[config.mk]
export PLATFORM = sky130hd
export DESIGN_NAME = uart_gen2_flat
export DESIGN_NICKNAME = d
export VERILOG_FILES = /design/src/rtl/uart_gen2_if.sv /design/src/rtl/uart_gen2.sv /design/src/flat_wrapper.sv
export SDC_FILE = /design/constraint.sdc
export NUM_CORES = 1
export LEC_CHECK = 0
export BUFFER_PORTS_ARGS = -buffer_cell sky130_fd_sc_hd__buf_2
export CORE_ASPECT_RATIO = 0.5
export CORE_MARGIN = 4
export CORE_UTILIZATION = 45
export CTS_CLUSTER_SIZE = 8
export DETAILED_ROUTE_END_ITERATION = 6
export SLEW_MARGIN = 10
export SYNTH_ARGS = -nofsm -noshare
export SYNTH_HDL_FRONTEND = slang
export SYNTH_HIERARCHICAL = 1
export SYNTH_SLANG_ARGS = --single-unit
export TNS_END_PERCENT = 100
[constraint.sdc]
create_clock -name clk -period 11.64 [get_ports clk]
set_clock_uncertainty 0.15 [all_clocks]
set_input_delay 2.328 -clock clk [delete_from_list [all_inputs] [get_ports clk]]
set_output_delay 2.328 -clock clk [all_outputs]
set_load 0.02 [all_outputs]
[src/rtl/uart_gen2_if.sv]
// Host-side FIFO bus of uart_gen2: TX write port and fall-through RX read port.
interface uart_gen2_if #(
  parameter int DATA_W  = 8,
  parameter int FIFO_AW = 4
);
  logic              tx_wen;
  logic [DATA_W-1:0] tx_wdata;
  logic              tx_full;
  logic              tx_empty;
  logic [FIFO_AW:0]  tx_usedw;
  logic              rx_ren;
  logic [DATA_W-1:0] rx_rdata;
  logic              rx_empty;
  logic              rx_full;
  logic [FIFO_AW:0]  rx_usedw;

  modport master (
    output tx_wen, tx_wdata, rx_ren,
    input  tx_full, tx_empty, tx_usedw, rx_rdata, rx_empty, rx_full, rx_usedw
  );

  modport slave (
    input  tx_wen, tx_wdata, rx_ren,
    output tx_full, tx_empty, tx_usedw, rx_rdata, rx_empty, rx_full, rx_usedw
  );
endinterface

[src/rtl/uart_gen2.sv]
// UART with programmable baud tick, OSR-oversampled TX/RX and 2^FIFO_AW deep FIFOs.
// Optional parity bit enabled by defining UART_GEN2_PARITY_EN.
module uart_gen2_fifo #(
  parameter int W  = 8,
  parameter int AW = 4
) (
  input  logic          clk,
  input  logic          rst,
  input  logic          push,
  input  logic          pop,
  input  logic [W-1:0]  din,
  output logic [W-1:0]  dout,
  output logic          empty,
  output logic          full,
  output logic [AW:0]   usedw
);
  localparam int DEPTH = 1 << AW;

  logic [W-1:0]  mem [DEPTH];
  logic [AW-1:0] wp, rp;
  logic [AW:0]   cnt;
  logic          push_ok, pop_ok;

  assign empty   = (cnt == '0);
  assign full    = (cnt == (AW+1)'(DEPTH));
  assign usedw   = cnt;
  assign push_ok = push && !full;
  assign pop_ok  = pop && !empty;
  assign dout    = empty ? '0 : mem[rp];

  always_ff @(posedge clk)
    if (!rst && push_ok) mem[wp] <= din;

  always_ff @(posedge clk) begin
    if (rst) begin
      wp  <= '0;
      rp  <= '0;
      cnt <= '0;
    end else begin
      if (push_ok) wp <= wp + 1'b1;
      if (pop_ok)  rp <= rp + 1'b1;
      case ({push_ok, pop_ok})
        2'b10:   cnt <= cnt + 1'b1;
        2'b01:   cnt <= cnt - 1'b1;
        default: cnt <= cnt;
      endcase
    end
  end
endmodule

module uart_gen2 #(
  parameter int DATA_W  = 8,
  parameter int FIFO_AW = 4,
  parameter int OSR     = 16
) (
  input  logic        clk,
  input  logic        rst,
  input  logic        latch_baud,
  input  logic [15:0] baud_word,
  input  logic        stop2,
  input  logic        self_loop,
  input  logic        rxd,
  output logic        txd,
  output logic        tx_work,
  output logic        rx_overflow,
  output logic        rx_frame_err,
  input  logic        err_clr,
  uart_gen2_if.slave  bus
`ifdef UART_GEN2_PARITY_EN
  ,
  input  logic        parity_odd,
  output logic        rx_parity_err
`endif
);
  localparam int TW = $clog2(2*OSR);
  localparam int BW = $clog2(DATA_W);
  localparam logic [TW-1:0] BIT_END  = TW'(OSR-1);
  localparam logic [TW-1:0] STOP2_END = TW'(2*OSR-1);
  localparam logic [TW-1:0] HALF_END = TW'(OSR/2-1);
  localparam logic [BW-1:0] LAST_BIT = BW'(DATA_W-1);

`ifdef UART_GEN2_PARITY_EN
  typedef enum logic [2:0] {S_IDLE, S_START, S_DATA, S_PARITY, S_STOP} state_t;
`else
  typedef enum logic [2:0] {S_IDLE, S_START, S_DATA, S_STOP} state_t;
`endif

  // ---- baud tick ----
  logic [15:0] div, bcnt;
  logic        tick;

  assign tick = (bcnt == div) && !latch_baud;

  always_ff @(posedge clk) begin
    if (rst) begin
      div  <= '0;
      bcnt <= '0;
    end else if (latch_baud) begin
      div  <= baud_word;
      bcnt <= '0;
    end else if (tick) begin
      bcnt <= '0;
    end else begin
      bcnt <= bcnt + 1'b1;
    end
  end

  // ---- TX ----
  state_t            tx_st;
  logic [TW-1:0]     tx_tc;
  logic [BW-1:0]     tx_bc;
  logic [DATA_W-1:0] tx_sh, tx_head;
  logic              tx_pop, tx_bit_end, tx_stop_end;
`ifdef UART_GEN2_PARITY_EN
  logic              tx_pb;
`endif

  assign tx_bit_end  = (tx_tc == BIT_END);
  assign tx_stop_end = (tx_tc == (stop2 ? STOP2_END : BIT_END));
  // Pop on the tick that starts a frame, including the back-to-back restart out of STOP.
  assign tx_pop = tick && !bus.tx_empty &&
                  ((tx_st == S_IDLE) || (tx_st == S_STOP && tx_stop_end));

  always_ff @(posedge clk) begin
    if (rst) begin
      tx_st   <= S_IDLE;
      txd     <= 1'b1;
      tx_work <= 1'b0;
      tx_tc   <= '0;
      tx_bc   <= '0;
      tx_sh   <= '0;
`ifdef UART_GEN2_PARITY_EN
      tx_pb   <= 1'b0;
`endif
    end else if (tick) begin
      case (tx_st)
        S_IDLE: if (tx_pop) begin
          tx_st   <= S_START;
          txd     <= 1'b0;
          tx_work <= 1'b1;
          tx_sh   <= tx_head;
          tx_tc   <= '0;
`ifdef UART_GEN2_PARITY_EN
          tx_pb   <= ^tx_head ^ parity_odd;
`endif
        end
        S_START: if (tx_bit_end) begin
          tx_st <= S_DATA;
          tx_tc <= '0;
          tx_bc <= '0;
          txd   <= tx_sh[0];
        end else tx_tc <= tx_tc + 1'b1;
        S_DATA: if (tx_bit_end) begin
          tx_tc <= '0;
          if (tx_bc == LAST_BIT) begin
`ifdef UART_GEN2_PARITY_EN
            tx_st <= S_PARITY;
            txd   <= tx_pb;
`else
            tx_st <= S_STOP;
            txd   <= 1'b1;
`endif
          end else begin
            tx_bc <= tx_bc + 1'b1;
            tx_sh <= tx_sh >> 1;
            txd   <= tx_sh[1];
          end
        end else tx_tc <= tx_tc + 1'b1;
`ifdef UART_GEN2_PARITY_EN
        S_PARITY: if (tx_bit_end) begin
          tx_st <= S_STOP;
          tx_tc <= '0;
          txd   <= 1'b1;
        end else tx_tc <= tx_tc + 1'b1;
`endif
        S_STOP: if (tx_stop_end) begin
          tx_tc <= '0;
          if (tx_pop) begin
            tx_st <= S_START;
            txd   <= 1'b0;
            tx_sh <= tx_head;
`ifdef UART_GEN2_PARITY_EN
            tx_pb <= ^tx_head ^ parity_odd;
`endif
          end else begin
            tx_st   <= S_IDLE;
            tx_work <= 1'b0;
          end
        end else tx_tc <= tx_tc + 1'b1;
        default: tx_st <= S_IDLE;
      endcase
    end
  end

  uart_gen2_fifo #(.W(DATA_W), .AW(FIFO_AW)) u_tx_fifo (
    .clk   (clk),
    .rst   (rst),
    .push  (bus.tx_wen),
    .pop   (tx_pop),
    .din   (bus.tx_wdata),
    .dout  (tx_head),
    .empty (bus.tx_empty),
    .full  (bus.tx_full),
    .usedw (bus.tx_usedw)
  );

  // ---- RX ----
  // sync[1] is the synchronised line, sync[2] its previous value for edge detect.
  logic [2:0]        sync;
  logic              rs, rs_prev;
  state_t            rx_st;
  logic [TW-1:0]     rx_tc;
  logic [BW-1:0]     rx_bc;
  logic [DATA_W-1:0] rx_sh;
  logic              rx_bit_end, stop_smp, par_ok, rx_push;
  logic              fe_set, ov_set;

  assign rs      = sync[1];
  assign rs_prev = sync[2];

  always_ff @(posedge clk) begin
    if (rst) sync <= 3'b111;
    else     sync <= {sync[1:0], self_loop ? txd : rxd};
  end

  assign rx_bit_end = (rx_tc == BIT_END);
  assign stop_smp   = tick && (rx_st == S_STOP) && rx_bit_end;
`ifdef UART_GEN2_PARITY_EN
  logic rx_pb, pe_set;
  assign par_ok = ((^rx_sh ^ rx_pb) == parity_odd);
  assign pe_set = stop_smp && rs && !par_ok;
`else
  assign par_ok = 1'b1;
`endif
  assign fe_set  = stop_smp && !rs;
  assign ov_set  = stop_smp && rs && par_ok && bus.rx_full;
  assign rx_push = stop_smp && rs && par_ok && !bus.rx_full;

  always_ff @(posedge clk) begin
    if (rst) begin
      rx_st <= S_IDLE;
      rx_tc <= '0;
      rx_bc <= '0;
      rx_sh <= '0;
`ifdef UART_GEN2_PARITY_EN
      rx_pb <= 1'b0;
`endif
    end else begin
      case (rx_st)
        S_IDLE: if (rs_prev && !rs) begin
          rx_st <= S_START;
          rx_tc <= '0;
        end
        S_START: if (tick) begin
          if (rx_tc == HALF_END) begin
            rx_tc <= '0;
            rx_bc <= '0;
            rx_st <= rs ? S_IDLE : S_DATA;
          end else rx_tc <= rx_tc + 1'b1;
        end
        S_DATA: if (tick) begin
          if (rx_bit_end) begin
            rx_tc <= '0;
            rx_sh <= {rs, rx_sh[DATA_W-1:1]};
            if (rx_bc == LAST_BIT) begin
`ifdef UART_GEN2_PARITY_EN
              rx_st <= S_PARITY;
`else
              rx_st <= S_STOP;
`endif
            end else rx_bc <= rx_bc + 1'b1;
          end else rx_tc <= rx_tc + 1'b1;
        end
`ifdef UART_GEN2_PARITY_EN
        S_PARITY: if (tick) begin
          if (rx_bit_end) begin
            rx_tc <= '0;
            rx_pb <= rs;
            rx_st <= S_STOP;
          end else rx_tc <= rx_tc + 1'b1;
        end
`endif
        S_STOP: if (tick) begin
          if (rx_bit_end) begin
            rx_tc <= '0;
            rx_st <= S_IDLE;
          end else rx_tc <= rx_tc + 1'b1;
        end
        default: rx_st <= S_IDLE;
      endcase
    end
  end

  // Sticky flags: a same-cycle set wins over err_clr.
  always_ff @(posedge clk) begin
    if (rst) begin
      rx_overflow   <= 1'b0;
      rx_frame_err  <= 1'b0;
`ifdef UART_GEN2_PARITY_EN
      rx_parity_err <= 1'b0;
`endif
    end else begin
      rx_overflow   <= ov_set | (rx_overflow  & ~err_clr);
      rx_frame_err  <= fe_set | (rx_frame_err & ~err_clr);
`ifdef UART_GEN2_PARITY_EN
      rx_parity_err <= pe_set | (rx_parity_err & ~err_clr);
`endif
    end
  end

  uart_gen2_fifo #(.W(DATA_W), .AW(FIFO_AW)) u_rx_fifo (
    .clk   (clk),
    .rst   (rst),
    .push  (rx_push),
    .pop   (bus.rx_ren),
    .din   (rx_sh),
    .dout  (bus.rx_rdata),
    .empty (bus.rx_empty),
    .full  (bus.rx_full),
    .usedw (bus.rx_usedw)
  );
endmodule
[src/flat_wrapper.sv]
// flat-port wrapper written by rule: the top's interface ports become plain ports
module uart_gen2_flat 
#(
  parameter int DATA_W  = 8,
  parameter int FIFO_AW = 4,
  parameter int OSR     = 16
)
  (clk, rst, latch_baud, baud_word, stop2, self_loop, rxd, txd, tx_work, rx_overflow, rx_frame_err, err_clr, bus_tx_wen, bus_tx_wdata, bus_rx_ren, bus_tx_full, bus_tx_empty, bus_tx_usedw, bus_rx_rdata, bus_rx_empty, bus_rx_full, bus_rx_usedw);
  uart_gen2_if #(.DATA_W(DATA_W), .FIFO_AW(FIFO_AW)) bus_i ();
  input  logic clk;
  input  logic rst;
  input  logic latch_baud;
  input  logic [15:0] baud_word;
  input  logic stop2;
  input  logic self_loop;
  input  logic rxd;
  output logic txd;
  output logic tx_work;
  output logic rx_overflow;
  output logic rx_frame_err;
  input  logic err_clr;
  input wire logic [$bits(bus_i.tx_wen)-1:0] bus_tx_wen;
  input wire logic [$bits(bus_i.tx_wdata)-1:0] bus_tx_wdata;
  input wire logic [$bits(bus_i.rx_ren)-1:0] bus_rx_ren;
  output wire logic [$bits(bus_i.tx_full)-1:0] bus_tx_full;
  output wire logic [$bits(bus_i.tx_empty)-1:0] bus_tx_empty;
  output wire logic [$bits(bus_i.tx_usedw)-1:0] bus_tx_usedw;
  output wire logic [$bits(bus_i.rx_rdata)-1:0] bus_rx_rdata;
  output wire logic [$bits(bus_i.rx_empty)-1:0] bus_rx_empty;
  output wire logic [$bits(bus_i.rx_full)-1:0] bus_rx_full;
  output wire logic [$bits(bus_i.rx_usedw)-1:0] bus_rx_usedw;
  assign bus_i.tx_wen = bus_tx_wen;
  assign bus_i.tx_wdata = bus_tx_wdata;
  assign bus_i.rx_ren = bus_rx_ren;
  assign bus_tx_full = bus_i.tx_full;
  assign bus_tx_empty = bus_i.tx_empty;
  assign bus_tx_usedw = bus_i.tx_usedw;
  assign bus_rx_rdata = bus_i.rx_rdata;
  assign bus_rx_empty = bus_i.rx_empty;
  assign bus_rx_full = bus_i.rx_full;
  assign bus_rx_usedw = bus_i.rx_usedw;
  uart_gen2 #(.DATA_W(DATA_W), .FIFO_AW(FIFO_AW), .OSR(OSR)) u_core (.clk(clk), .rst(rst), .latch_baud(latch_baud), .baud_word(baud_word), .stop2(stop2), .self_loop(self_loop), .rxd(rxd), .txd(txd), .tx_work(tx_work), .rx_overflow(rx_overflow), .rx_frame_err(rx_frame_err), .err_clr(err_clr), .bus(bus_i));
endmodule
==> impl_metrics.sql, run 1 <==
INSERT INTO impl_metrics (metric_group, metric, value, unit) VALUES
('worst_hold_path', 'hold_path_class', 'flop to flop', ''),
('cells_and_area', 'layout.cells.most_common_list', 'edfxtp_1 (256), nor2_1 (116), dfxtp_1 (109), mux2i_1 (59), buf_2 (58)', ''),
('global_routing', 'grt_use_total', '0.174', ''),
('worst_setup_path', 'critical_path.max_stage_delay', '920', 'ps'),
('yosys', 'share_of_synthesized_area_occupied_by_flip_flops_and_latches', '0.630', ''),
('sta', 'max_slew.worst_pin.slew', '1190', 'ps'),
('cells_and_area', 'drive_gt1_frac', '0.160', ''),
('sta', 'slew_headroom', '0.207', ''),
('yosys', 'netlist_instances', '1080', ''),
('yosys', 'ys_seq_elements', '365', ''),
('cells_and_area', 'fillers', '2760', ''),
('floorplan', 'die-area', '0.0380', 'mm2'),
('worst_setup_path', 'path_class', 'input port to flop', ''),
('yosys', 'synth.net_count', '1149', ''),
('floorplan', 'placementRows', '47', ''),
('place', 'dp_worst_setup_slack', '5580', 'ps'),
('clock_tree', 'numCtsBuffers', '51', ''),
('drt', 'route.detailed.vias_per_inst', '5.56', ''),
('place', 'place_hpwl', '20900', 'um'),
('drt', 'finalWirelength', '33100', 'um'),
('yosys', 'synth_top_flop_cell', 'edfxtp_1', ''),
('sta', 'setup-tns-final', '0', 'ps'),
('clock_tree', 'h_tree_depth_reported_by_cts', '2', ''),
('worst_setup_path', 'worst-endpoint-required', '11650', 'ps'),
('run', 'maxCapViolCount', '0', ''),
('sta', 'final-max-slew-violation-count', '0', ''),
('worst_setup_path', 'critical_path.endpoint', 'u_core/u_rx_fifo/mem[2][7]', ''),
('global_routing', 'maximum_number_of_pins_on_one_net_before_global_route_repair', '60', ''),
('clock_tree', 'clkSinkCount', '365', ''),
('clock_tree', 'clock_path_buffers', '3', ''),
('global_routing', 'vias_in_the_first_global_route', '9143', ''),
('floorplan', 'die_y', '140', 'um'),
('sta', 'timing.final.ws_setup', '6140', 'ps'),
('sta', 'setup-violations-final', '0', ''),
('drt', 'drtIter0Drc', '563', ''),
('drt', 'detailroute.via_count', '9134', ''),
('drt', 'drt-pass1-iter-count', '5', ''),
('clock_tree', 'post_cts_resized', '0', ''),
('drt', 'post-route-drc-count', '0', ''),
('cells_and_area', 'flow.area_growth_from_synthesis', '13.3', '%'),
('worst_hold_path', 'hold_path_origin', 'u_core/sync[0]', ''),
('worst_setup_path', 'worst_ep_arrival_time', '5510', 'ps'),
('cells_and_area', 'most_common_cell_after_layout_fill_and_taps_aside', 'edfxtp_1', ''),
('power', 'power.density_cell_area', '160', 'mW/mm2'),
('drt', 'final_antenna_net_count', '0', ''),
('sta', 'achievable-frequency', '182', 'MHz'),
('yosys', 'synth.cell_area', '0.0157', 'mm2'),
('worst_setup_path', 'worst_setup_path_startpoint', 'latch_baud', ''),
('worst_setup_path', 'timing.rr.start', 'u_core/bcnt[9]', ''),
('floorplan', 'die_boundary_width', '272', 'um'),
('clock_tree', 'cts.root.buffer_cell', 'clkbuf_16', ''),
('sta', 'fin_crit_sh', '0.473', ''),
('power', 'max-vdd-ir-drop', '96.9', 'uV'),
('floorplan', 'design.core.area', '0.0337', 'mm2'),
('floorplan', 'initial_utilization', '0.465', ''),
('run_status', 'status', 'completed', ''),
('sta', 'post-route-min-period', '5500', 'ps'),
('global_routing', 'grt_antenna_before_repair', '1', ''),
('yosys', 'synth.avg_cell_area', '14.5', 'um2'),
('worst_setup_path', 'reg2regPathDepth', '9', ''),
('worst_setup_path', 'worst-path-max-fanout', '18', ''),
('yosys', 'synth.yosys.warnings', '6', ''),
('worst_setup_path', 'cp-start-kind', 'input port', ''),
('yosys', 'synth-edff-count', '256', ''),
('clock_tree', 'cts_hold_buffers', '0', ''),
('clock_tree', 'tritoncts', 'yes', ''),
('worst_setup_path', 'cpMaxStageDelayCell', 'nor3_1', ''),
('yosys', 'postSynth.asyncResetShare', '0', ''),
('power', 'total_power', '0.00284', 'W'),
('global_routing', 'overflow', '0', ''),
('yosys', 'synth_cell_types', '69', '');
-- layer usage --
layer | share of wire | track usage | routed length (um) | vias to the layer above
met5 | 0 | 0 | 0 | -
met3 | 0.037 | 0.0316 | 1210 | 58
met2 | 0.49 | 0.292 | 16100 | 166
met4 | 0.023 | 0.0506 | 767 | 0
met1 | 0.45 | 0.235 | 15000 | 4631
li1 | - | - | - | 4279
-- worst min path at each step --
stage | to | slack, ps | cells after the start
6_report | u_core/sync[1] | 270 | 1
3_5_place_dp | u_core/sync[1] | 260 | 1
5_1_grt | u_core/sync[1] | 280 | 1
3_3_place_gp | u_core/sync[1] | 260 | 1
2_1_floorplan | u_core/sync[1] | 240 | 1
4_1_cts | u_core/sync[1] | 270 | 1
-- flip-flops by register name (all words and copies together), names as in the netlist, 5 cells and up, named ones only --
register                count
u_core/rx_tc                5
u_core/u_tx_fifo/usedw      5
u_core/tx_tc                5
u_core/u_rx_fifo/mem      128
u_core/u_tx_fifo/mem      128
u_core/tx_sh                8
u_core/u_rx_fifo/usedw      5
u_core/rx_sh                8
u_core/div                 16
u_core/bcnt                16
-- stage by stage --
| step | util | instances | cell area (um2) |
|---|---|---|---|
| after floorplan | - | 1080 | 15700 |
| after global placement | 0.483 | 1551 | 16300 |
| after detailed placement | 0.483 | 1551 | 16300 |
| after CTS | 0.527 | 1643 | 17800 |
| after global routing | 0.527 | 1644 | 17800 |
| final | 0.527 | 1644 | 17800 |
-- worst max-delay path, delay by kind of cell --
family,cells,cell delay [ps]
AO/OA/AOI/OAI,2,740
buffers and inverters,2,410
AND/OR/NAND/NOR,5,2010
-- cells by family (layout without fill, tap and decap cells) --
| family | Yosys count | after routing | synth area share |
|---|---|---|---|
| compound gates | 132 | 132 | 0.0639 |
| xor+xnor | 44 | 44 | 0.0246 |
| fa+ha+maj | 36 | 36 | 0.0297 |
| buf+inv | 100 | 198 | 0.0311 |
| flops | 365 | 365 | 0.630 |
| mux | 126 | 126 | 0.136 |
| other cells | 0 | 1 | 0 |
| simple gates | 277 | 277 | 0.0847 |
-- final cells by class --
class,instances,area (um2),share of cell area
Multi-Input combinational cell,615,5310,0.299
Inverter,35,131,0.00740
Sequential cell,365,9870,0.556
Tap cell,465,582,0.0328
Antenna cell,1,2.50,0.000141
Clock buffer,89,1440,0.0811
Clock inverter,3,30.0,0.00169
Timing Repair Buffer,71,388,0.0218
-- Yosys cell counts, types with 6 or more instances --
| master | n | area share |
|---|---|---|
| nand2b_1 | 11 | 0.0044 |
| inv_1 | 35 | 0.0084 |
| xnor2_1 | 16 | 0.0089 |
| xor2_1 | 28 | 0.016 |
| a21oi_1 | 20 | 0.0064 |
| dfxtp_1 | 109 | 0.14 |
| buf_4 | 6 | 0.0029 |
| or4_1 | 8 | 0.0038 |
| mux2i_1 | 59 | 0.038 |
| buf_2 | 15 | 0.0048 |
| a211oi_1 | 38 | 0.018 |
| o211ai_1 | 6 | 0.0029 |
| o41ai_1 | 13 | 0.0073 |
| nand3_1 | 21 | 0.0067 |
| clkbuf_1 | 32 | 0.0077 |
| nor4_1 | 7 | 0.0028 |
| nor2b_1 | 18 | 0.0072 |
| o311ai_0 | 16 | 0.0089 |
| nor2_1 | 116 | 0.028 |
| o21ai_0 | 9 | 0.0029 |
| and3_1 | 8 | 0.0032 |
| nor3_1 | 16 | 0.0051 |
| ha_1 | 34 | 0.027 |
| nand2_1 | 46 | 0.011 |
| edfxtp_1 | 256 | 0.49 |
| mux4_2 | 46 | 0.066 |
| mux4_1 | 18 | 0.030 |
-- where the power goes --
part	switching, W	internal [W]
Clock	0.000521	0.000828
Sequential	0.00000727	0.00139
Combinational	0.0000600	0.0000292
Total	0.000588	0.00225
No activity file was read; power rests on OpenSTA's default activity.
==> run 2, diff against run 1 <==
clock period = 4.5 ns   (was 11.64 ns; I/O delays follow)
==> run 2 against run 1 <==
Clock power grew to 2.6 times the previous value. Utilization grew 0.47 points. Combinational power grew to 2.6 times the previous value. Cell count grew 1.2%. Setup slack lost 5700 ps.
==> impl_metrics.sql, run 2 (synthesis gave the netlist of run 1 again) <==
INSERT INTO impl_metrics (metric_group, metric, value, unit) VALUES
('worst_hold_path', 'hold_path_class', 'flop to flop', ''),
('floorplan', 'die_y', '140', 'um'),
('clock_tree', 'post_cts_resized', '0', ''),
('floorplan', 'io_pins', '59', ''),
('clock_tree', 'postCtsSetupBuffers', '0', ''),
('drt', 'drt-pass1-iter-count', '5', ''),
('drt', 'post-route-drc-count', '0', ''),
('worst_setup_path', 'worst_ep_arrival_time', '4350', 'ps'),
('global_routing', 'maximum_number_of_pins_on_one_net_before_global_route_repair', '45', ''),
('clock_tree', 'h_tree_depth_reported_by_cts', '2', ''),
('place', 'placement.io_buffers', '58', ''),
('sta', 'post-route-min-period', '4060', 'ps'),
('drt', 'route.detailed.vias_per_inst', '5.54', ''),
('cells_and_area', 'layout_top_registers', 'u_core/u_rx_fifo/mem: 128 flops, u_core/u_tx_fifo/mem: 128 flops', ''),
('cells_and_area', 'final_net_count', '1230', ''),
('clock_tree', 'clock_path_buffers', '3', ''),
('global_routing', 'grt_antenna_before_repair', '0', ''),
('place', 'place_hpwl', '21500', 'um'),
('global_routing', 'vias_in_the_first_global_route', '9539', ''),
('sta', 'setup-tns-final', '0', 'ps'),
('run_status', 'status', 'completed', ''),
('floorplan', 'die-area', '0.0380', 'mm2'),
('run', 'maxCapViolCount', '0', ''),
('clock_tree', 'tritoncts', 'yes', ''),
('clock_tree', 'clock_latency_at_the_later_pin_of_the_worst_skew_pair', '550', 'ps'),
('cells_and_area', 'flow.area_growth_from_synthesis', '14.3', '%'),
('clock_tree', 'clkSlewWorstSetupHoldPaths', '60', 'ps'),
('drt', 'finalWirelength', '33100', 'um'),
('floorplan', 'placementRows', '47', ''),
('cells_and_area', 'drive_gt1_frac', '0.174', ''),
('global_routing', 'overflow', '0', ''),
('sta', 'achievable-frequency', '246', 'MHz'),
('global_routing', 'global_route_wire_length_before_repair', '52800', 'um'),
('clock_tree', 'cts_hold_buffers', '0', ''),
('floorplan', 'die_boundary_width', '272', 'um'),
('floorplan', 'initial_utilization', '0.465', ''),
('cells_and_area', 'most_common_cell_after_layout_fill_and_taps_aside', 'edfxtp_1', ''),
('sta', 'fin_crit_sh', '0.902', ''),
('worst_setup_path', 'worst-path-max-fanout', '8', ''),
('drt', 'detailroute.via_count', '9206', ''),
('sta', 'holdWs', '261', 'ps'),
('cells_and_area', 'layout.cells.most_common_list', 'edfxtp_1 (256), nor2_1 (116), dfxtp_1 (109), mux2i_1 (59), buf_2 (58)', ''),
('clock_tree', 'clkSinkCount', '365', ''),
('worst_setup_path', 'timing.reg2reg.setup_slack', '440', 'ps'),
('place', 'finalWeightedCongestion', '0.864', ''),
('worst_setup_path', 'path_class', 'flop to flop', ''),
('power', 'max-vdd-ir-drop', '232', 'uV'),
('worst_setup_path', 'worst_setup_path_end_kind', 'flop', ''),
('clock_tree', 'numCtsBuffers', '51', ''),
('drt', 'final_antenna_net_count', '0', ''),
('sta', 'slew_headroom', '0.209', ''),
('sta', 'max_slew.worst_pin.slew', '1180', 'ps'),
('cells_and_area', 'fin_cells', '1663', ''),
('cells_and_area', 'fillers', '2757', ''),
('place', 'dpl.cell_count', '1573', ''),
('floorplan', 'design.core.area', '0.0337', 'mm2'),
('clock_tree', 'cts.root.buffer_cell', 'clkbuf_16', ''),
('power', 'leakagePower', '6.54', 'nW'),
('worst_setup_path', 'worst-endpoint-required', '4790', 'ps'),
('global_routing', 'grt_use_total', '0.175', ''),
('drt', 'drtIter0Drc', '541', ''),
('cells_and_area', 'antennaDiodeCount', '0', ''),
('drt', 'wire_per_inst', '19.9', 'um'),
('sta', 'grt_setup_unrepaired', 'false', ''),
('cells_and_area', 'utilization', '0.532', ''),
('worst_setup_path', 'cp-start-kind', 'flop', ''),
('power', 'power.density_cell_area', '411', 'mW/mm2'),
('sta', 'final-max-slew-violation-count', '0', ''),
('sta', 'setup-violations-final', '0', ''),
('sta', 'finalHoldViolCount', '0', '');
-- run 2: changes by cell type in the layout (fill, tap and decap cells not counted), sizes merged --
cell,before,now
buf,71,93
clkinv,2,1
diode,1,0
inv,36,35
-- run 2: final timing paths --
path,start,endpoint,depth (start not counted)
hold reg to reg,u_core/sync[0],u_core/sync[1],1
hold / removal,u_core/sync[0],u_core/sync[1],1
setup / recovery,u_core/div[15],u_core/u_rx_fifo/usedw[4],14
setup reg to reg,u_core/div[15],u_core/u_rx_fifo/usedw[4],14
-- run 2: final cells by class --
cell class                      instances  area [um2]  share of cell area
Inverter                               35         131             0.00733
Timing Repair Buffer                   93         553              0.0309
Tap cell                              465         582              0.0325
Multi-Input combinational cell        615        5310               0.297
Clock inverter                          1        5.00            0.000279
Clock buffer                           89        1460              0.0816
Sequential cell                       365        9870               0.551
-- run 2: metrics by stage --
stage                     power [W]  worst slack, ps  area, um2
final                       0.00735              439      17900
after global routing        0.00764            0.315      17900
after CTS                   0.00745              401      17900
after detailed placement    0.00392              183      16400
after global placement      0.00391              340      16400
after floorplan             0.00382              487      15700
-- run 2: per-layer routing --
| metal | share of wire | vias up | track usage | routed length [um] |
|---|---|---|---|---|
| met2 | 0.50 | 175 | 0.300 | 16400 |
| met1 | 0.44 | 4645 | 0.234 | 14700 |
| met4 | 0.019 | 0 | 0.0432 | 637 |
| met5 | 0 | - | 0 | 0 |
| met3 | 0.041 | 52 | 0.0343 | 1360 |
| li1 | - | 4334 | - | - |
-- run 2: report_power, final --
group	internal [W]	leakage [nW]	total, W	switching [W]
Combinational	0.0000786	2.32	0.000235	0.000156
Clock	0.00217	0.700	0.00350	0.00134
Sequential	0.00360	3.53	0.00362	0.0000191
-- run 2: critical path, cell delays in order, from the launching register on --
cell and delay [ps]:
dfxtp_1 320, xor2_1 160, nor4_1 500, and3_1 420, nand3_1 120, nor4_1 340
inv_1 130, a21oi_1 290, inv_1 80, ha_1 270, ha_1 350, nand2b_1 70
a21oi_1 180, mux2i_1 230, mux2_2 340
==> run 3, diff against run 2 <==
CTS_BUF_LIST = sky130_fd_sc_hd__clkbuf_4   (was not set)
==> run 3 against run 2 <==
Via count rose by 2.3%. Largest cell class unchanged. Hold slack got worse by 14 ps. Register-to-register slack is essentially flat. Sequential cell count unchanged. Sequential share of layout area increased by 1.0 points. Critical path depth unchanged. Non-clock buffer count unchanged. Combinational power hardly changed. Clock-buffer cell count rose by 42. First-iteration DRC count fell by 5.7%. Power down 11%. Cell count rose by 3.8%.
==> impl_metrics.sql, run 3 (synthesis gave the netlist of run 1 again) <==
INSERT INTO impl_metrics (metric_group, metric, value, unit) VALUES
('run_status', 'status', 'completed', ''),
('worst_setup_path', 'worst_setup_path_end_kind', 'flop', ''),
('worst_setup_path', 'timing.rr.start', 'u_core/bcnt[7]', ''),
('drt', 'highest-signal-layer', 'met4', ''),
('clock_tree', 'clkSlewWorstSetupHoldPaths', '80', 'ps'),
('sta', 'timing.final.ws_setup', '448', 'ps'),
('drt', 'wire_per_inst', '19.4', 'um'),
('worst_hold_path', 'hold_path_origin', 'baud_word[5]', ''),
('cells_and_area', 'flow.area_growth_from_synthesis', '12.3', '%'),
('floorplan', 'io_pins', '59', ''),
('worst_hold_path', 'hold_path_class', 'input port to flop', ''),
('cells_and_area', 'drive_gt1_frac', '0.233', ''),
('worst_setup_path', 'worst_path_top_cell_family_by_delay', 'simple AND/OR/NAND/NOR gates', ''),
('drt', 'met1_layer_wirelength_in_the_final_routing', '14600', 'um'),
('worst_setup_path', 'worst-endpoint-required', '4950', 'ps'),
('clock_tree', 'clock_latency_at_the_later_pin_of_the_worst_skew_pair', '740', 'ps'),
('floorplan', 'placementRows', '47', ''),
('worst_setup_path', 'path_class', 'flop to flop', ''),
('cells_and_area', 'layout.cells.most_common_list', 'edfxtp_1 (256), clkbuf_4 (131), nor2_1 (116), dfxtp_1 (109), mux2i_1 (59)', ''),
('sta', 'fin_crit_sh', '0.901', ''),
('floorplan', 'die_y', '140', 'um'),
('place', 'dpl.cell_count', '1573', ''),
('worst_setup_path', 'critical_path.max_stage_delay', '460', 'ps'),
('global_routing', 'vias_in_the_first_global_route', '9813', ''),
('worst_setup_path', 'worst-path-max-fanout', '6', ''),
('drt', 'finalWirelength', '33500', 'um'),
('power', 'power.density_cell_area', '374', 'mW/mm2'),
('clock_tree', 'clock_path_buffers', '3', ''),
('drt', 'route.detailed.vias_per_inst', '5.45', ''),
('floorplan', 'initial_utilization', '0.465', ''),
('global_routing', 'maximum_number_of_pins_on_one_net_before_global_route_repair', '45', ''),
('cells_and_area', 'fin_cells', '1727', ''),
('drt', 'detailroute.wirelength.met2', '16800', 'um'),
('drt', 'met3RoutedLength', '1450', 'um'),
('sta', 'grt_setup_unrepaired', 'false', ''),
('sta', 'post-route-min-period', '4050', 'ps'),
('run', 'maxCapViolCount', '0', ''),
('drt', 'final_antenna_net_count', '0', ''),
('clock_tree', 'cts.root.buffer_cell', 'clkbuf_4', ''),
('drt', 'drt-pass1-iter-count', '5', ''),
('worst_setup_path', 'cpMaxStageDelayCell', 'nor4_2', ''),
('worst_setup_path', 'timing.reg2reg.setup_slack', '450', 'ps'),
('power', 'max-vdd-ir-drop', '158', 'uV'),
('cells_and_area', 'final_net_count', '1263', ''),
('cells_and_area', 'fillers', '2879', ''),
('global_routing', 'grt_use_total', '0.178', ''),
('sta', 'final-max-slew-violation-count', '0', ''),
('global_routing', 'overflow', '0', ''),
('sta', 'setup-violations-final', '0', ''),
('worst_setup_path', 'cp-start-kind', 'flop', ''),
('clock_tree', 'numCtsBuffers', '84', ''),
('worst_setup_path', 'worst_setup_path_startpoint', 'u_core/bcnt[7]', ''),
('floorplan', 'design.core.area', '0.0337', 'mm2'),
('worst_setup_path', 'critPathBufInv', '2', ''),
('cells_and_area', 'most_common_cell_after_layout_fill_and_taps_aside', 'edfxtp_1', ''),
('power', 'leakagePower', '6.51', 'nW'),
('worst_setup_path', 'worst_ep_arrival_time', '4510', 'ps'),
('floorplan', 'die_boundary_width', '272', 'um'),
('global_routing', 'grt_antenna_before_repair', '1', ''),
('place', 'place_hpwl', '21500', 'um'),
('sta', 'setup-tns-final', '0', 'ps'),
('place', 'dp_worst_setup_slack', '183', 'ps'),
('clock_tree', 'postCtsSetupBuffers', '0', ''),
('drt', 'drtIter0Drc', '510', ''),
('worst_setup_path', 'path_cells', 'xor2_1 > nor4_2 > and3_1 > nand3_1 > nor4_1 > inv_1 > a21oi_1 > inv_1 > ha_1 > ha_1 > nand2b_1 > a21oi_1 > mux2i_1 > mux2_2', ''),
('drt', 'detailroute.via_count', '9419', ''),
('clock_tree', 'tritoncts', 'yes', ''),
('clock_tree', 'cts_hold_buffers', '0', ''),
('place', 'finalWeightedCongestion', '0.864', ''),
('global_routing', 'global_route_wire_length_before_repair', '53000', 'um'),
('sta', 'achievable-frequency', '247', 'MHz'),
('clock_tree', 'h_tree_depth_reported_by_cts', '3', ''),
('sta', 'max_slew.worst_pin.slew', '1200', 'ps'),
('cells_and_area', 'layout_top_registers', 'u_core/u_rx_fifo/mem: 128 flops, u_core/u_tx_fifo/mem: 128 flops', ''),
('floorplan', 'die-area', '0.0380', 'mm2'),
('place', 'placement.io_buffers', '58', ''),
('sta', 'slew_headroom', '0.201', ''),
('clock_tree', 'clkSinkCount', '365', ''),
('sta', 'finalHoldViolCount', '0', ''),
('drt', 'post-route-drc-count', '0', '');
run 3: cell count changes in the layout (fill, tap and decap cells not counted), sizes merged:
cell	delta
inv	+1
bufinv	+2
clkinvlp	+2
diode	+1
clkinv	+16
clkbuf	+42
run 3: final cells by class:
cell class	count	area, um2	share of cell area
Sequential cell	365	9870	0.561
Multi-Input combinational cell	615	5320	0.302
Clock buffer	131	983	0.0559
Antenna cell	1	2.50	0.000142
Tap cell	465	582	0.0331
Timing Repair Buffer	93	553	0.0314
Clock inverter	22	149	0.00846
Inverter	35	131	0.00747
run 3: worst paths after layout:
kind,endpoint,cells past startpoint
worst max-delay path,u_core/u_rx_fifo/usedw[4],14
worst min-delay path,u_core/div[5],3
worst max register to register,u_core/u_rx_fifo/usedw[4],14
worst min register to register,u_core/sync[1],1
run 3: per-stage QoR:
step	instance area (um2)	hold WS [ps]	utilization	total power [W]
final	17600	247	0.522	0.00657
after global routing	17600	176	0.522	0.00690
after floorplan	15700	239	-	0.00382
after global placement	16400	258	0.488	0.00391
after CTS	17600	161	0.522	0.00668
after detailed placement	16400	254	0.488	0.00392
run 3: power breakdown:
group,switching (W),internal [W]
clock,0.00129,0.00144
sequential,0.0000192,0.00359
combinational,0.000156,0.0000791
total,0.00146,0.00511
run 3: what timing repair did:
item                                   4_1_cts  5_1_grt
setup endpoints to repair                    0        1
gates resized for setup                      0        1
endpoints found under the hold margin        0        0
run 3: worst register-to-register path, cell delays in order (launching register included):
cell,delay (ps)
dfxtp_1,420
xor2_1,110
nor4_2,460
and3_1,370
nand3_1,110
nor4_1,330
inv_1,140
a21oi_1,300
inv_1,80
ha_1,270
ha_1,350
nand2b_1,70
a21oi_1,180
mux2i_1,260
mux2_2,350
run 3: per-layer routing:
metal / vias to the layer above / track usage
li1: 4430 / -
met1: 4739 / 0.226
met5: - / 0
met2: 192 / 0.303
met4: 0 / 0.0538
met3: 58 / 0.0449
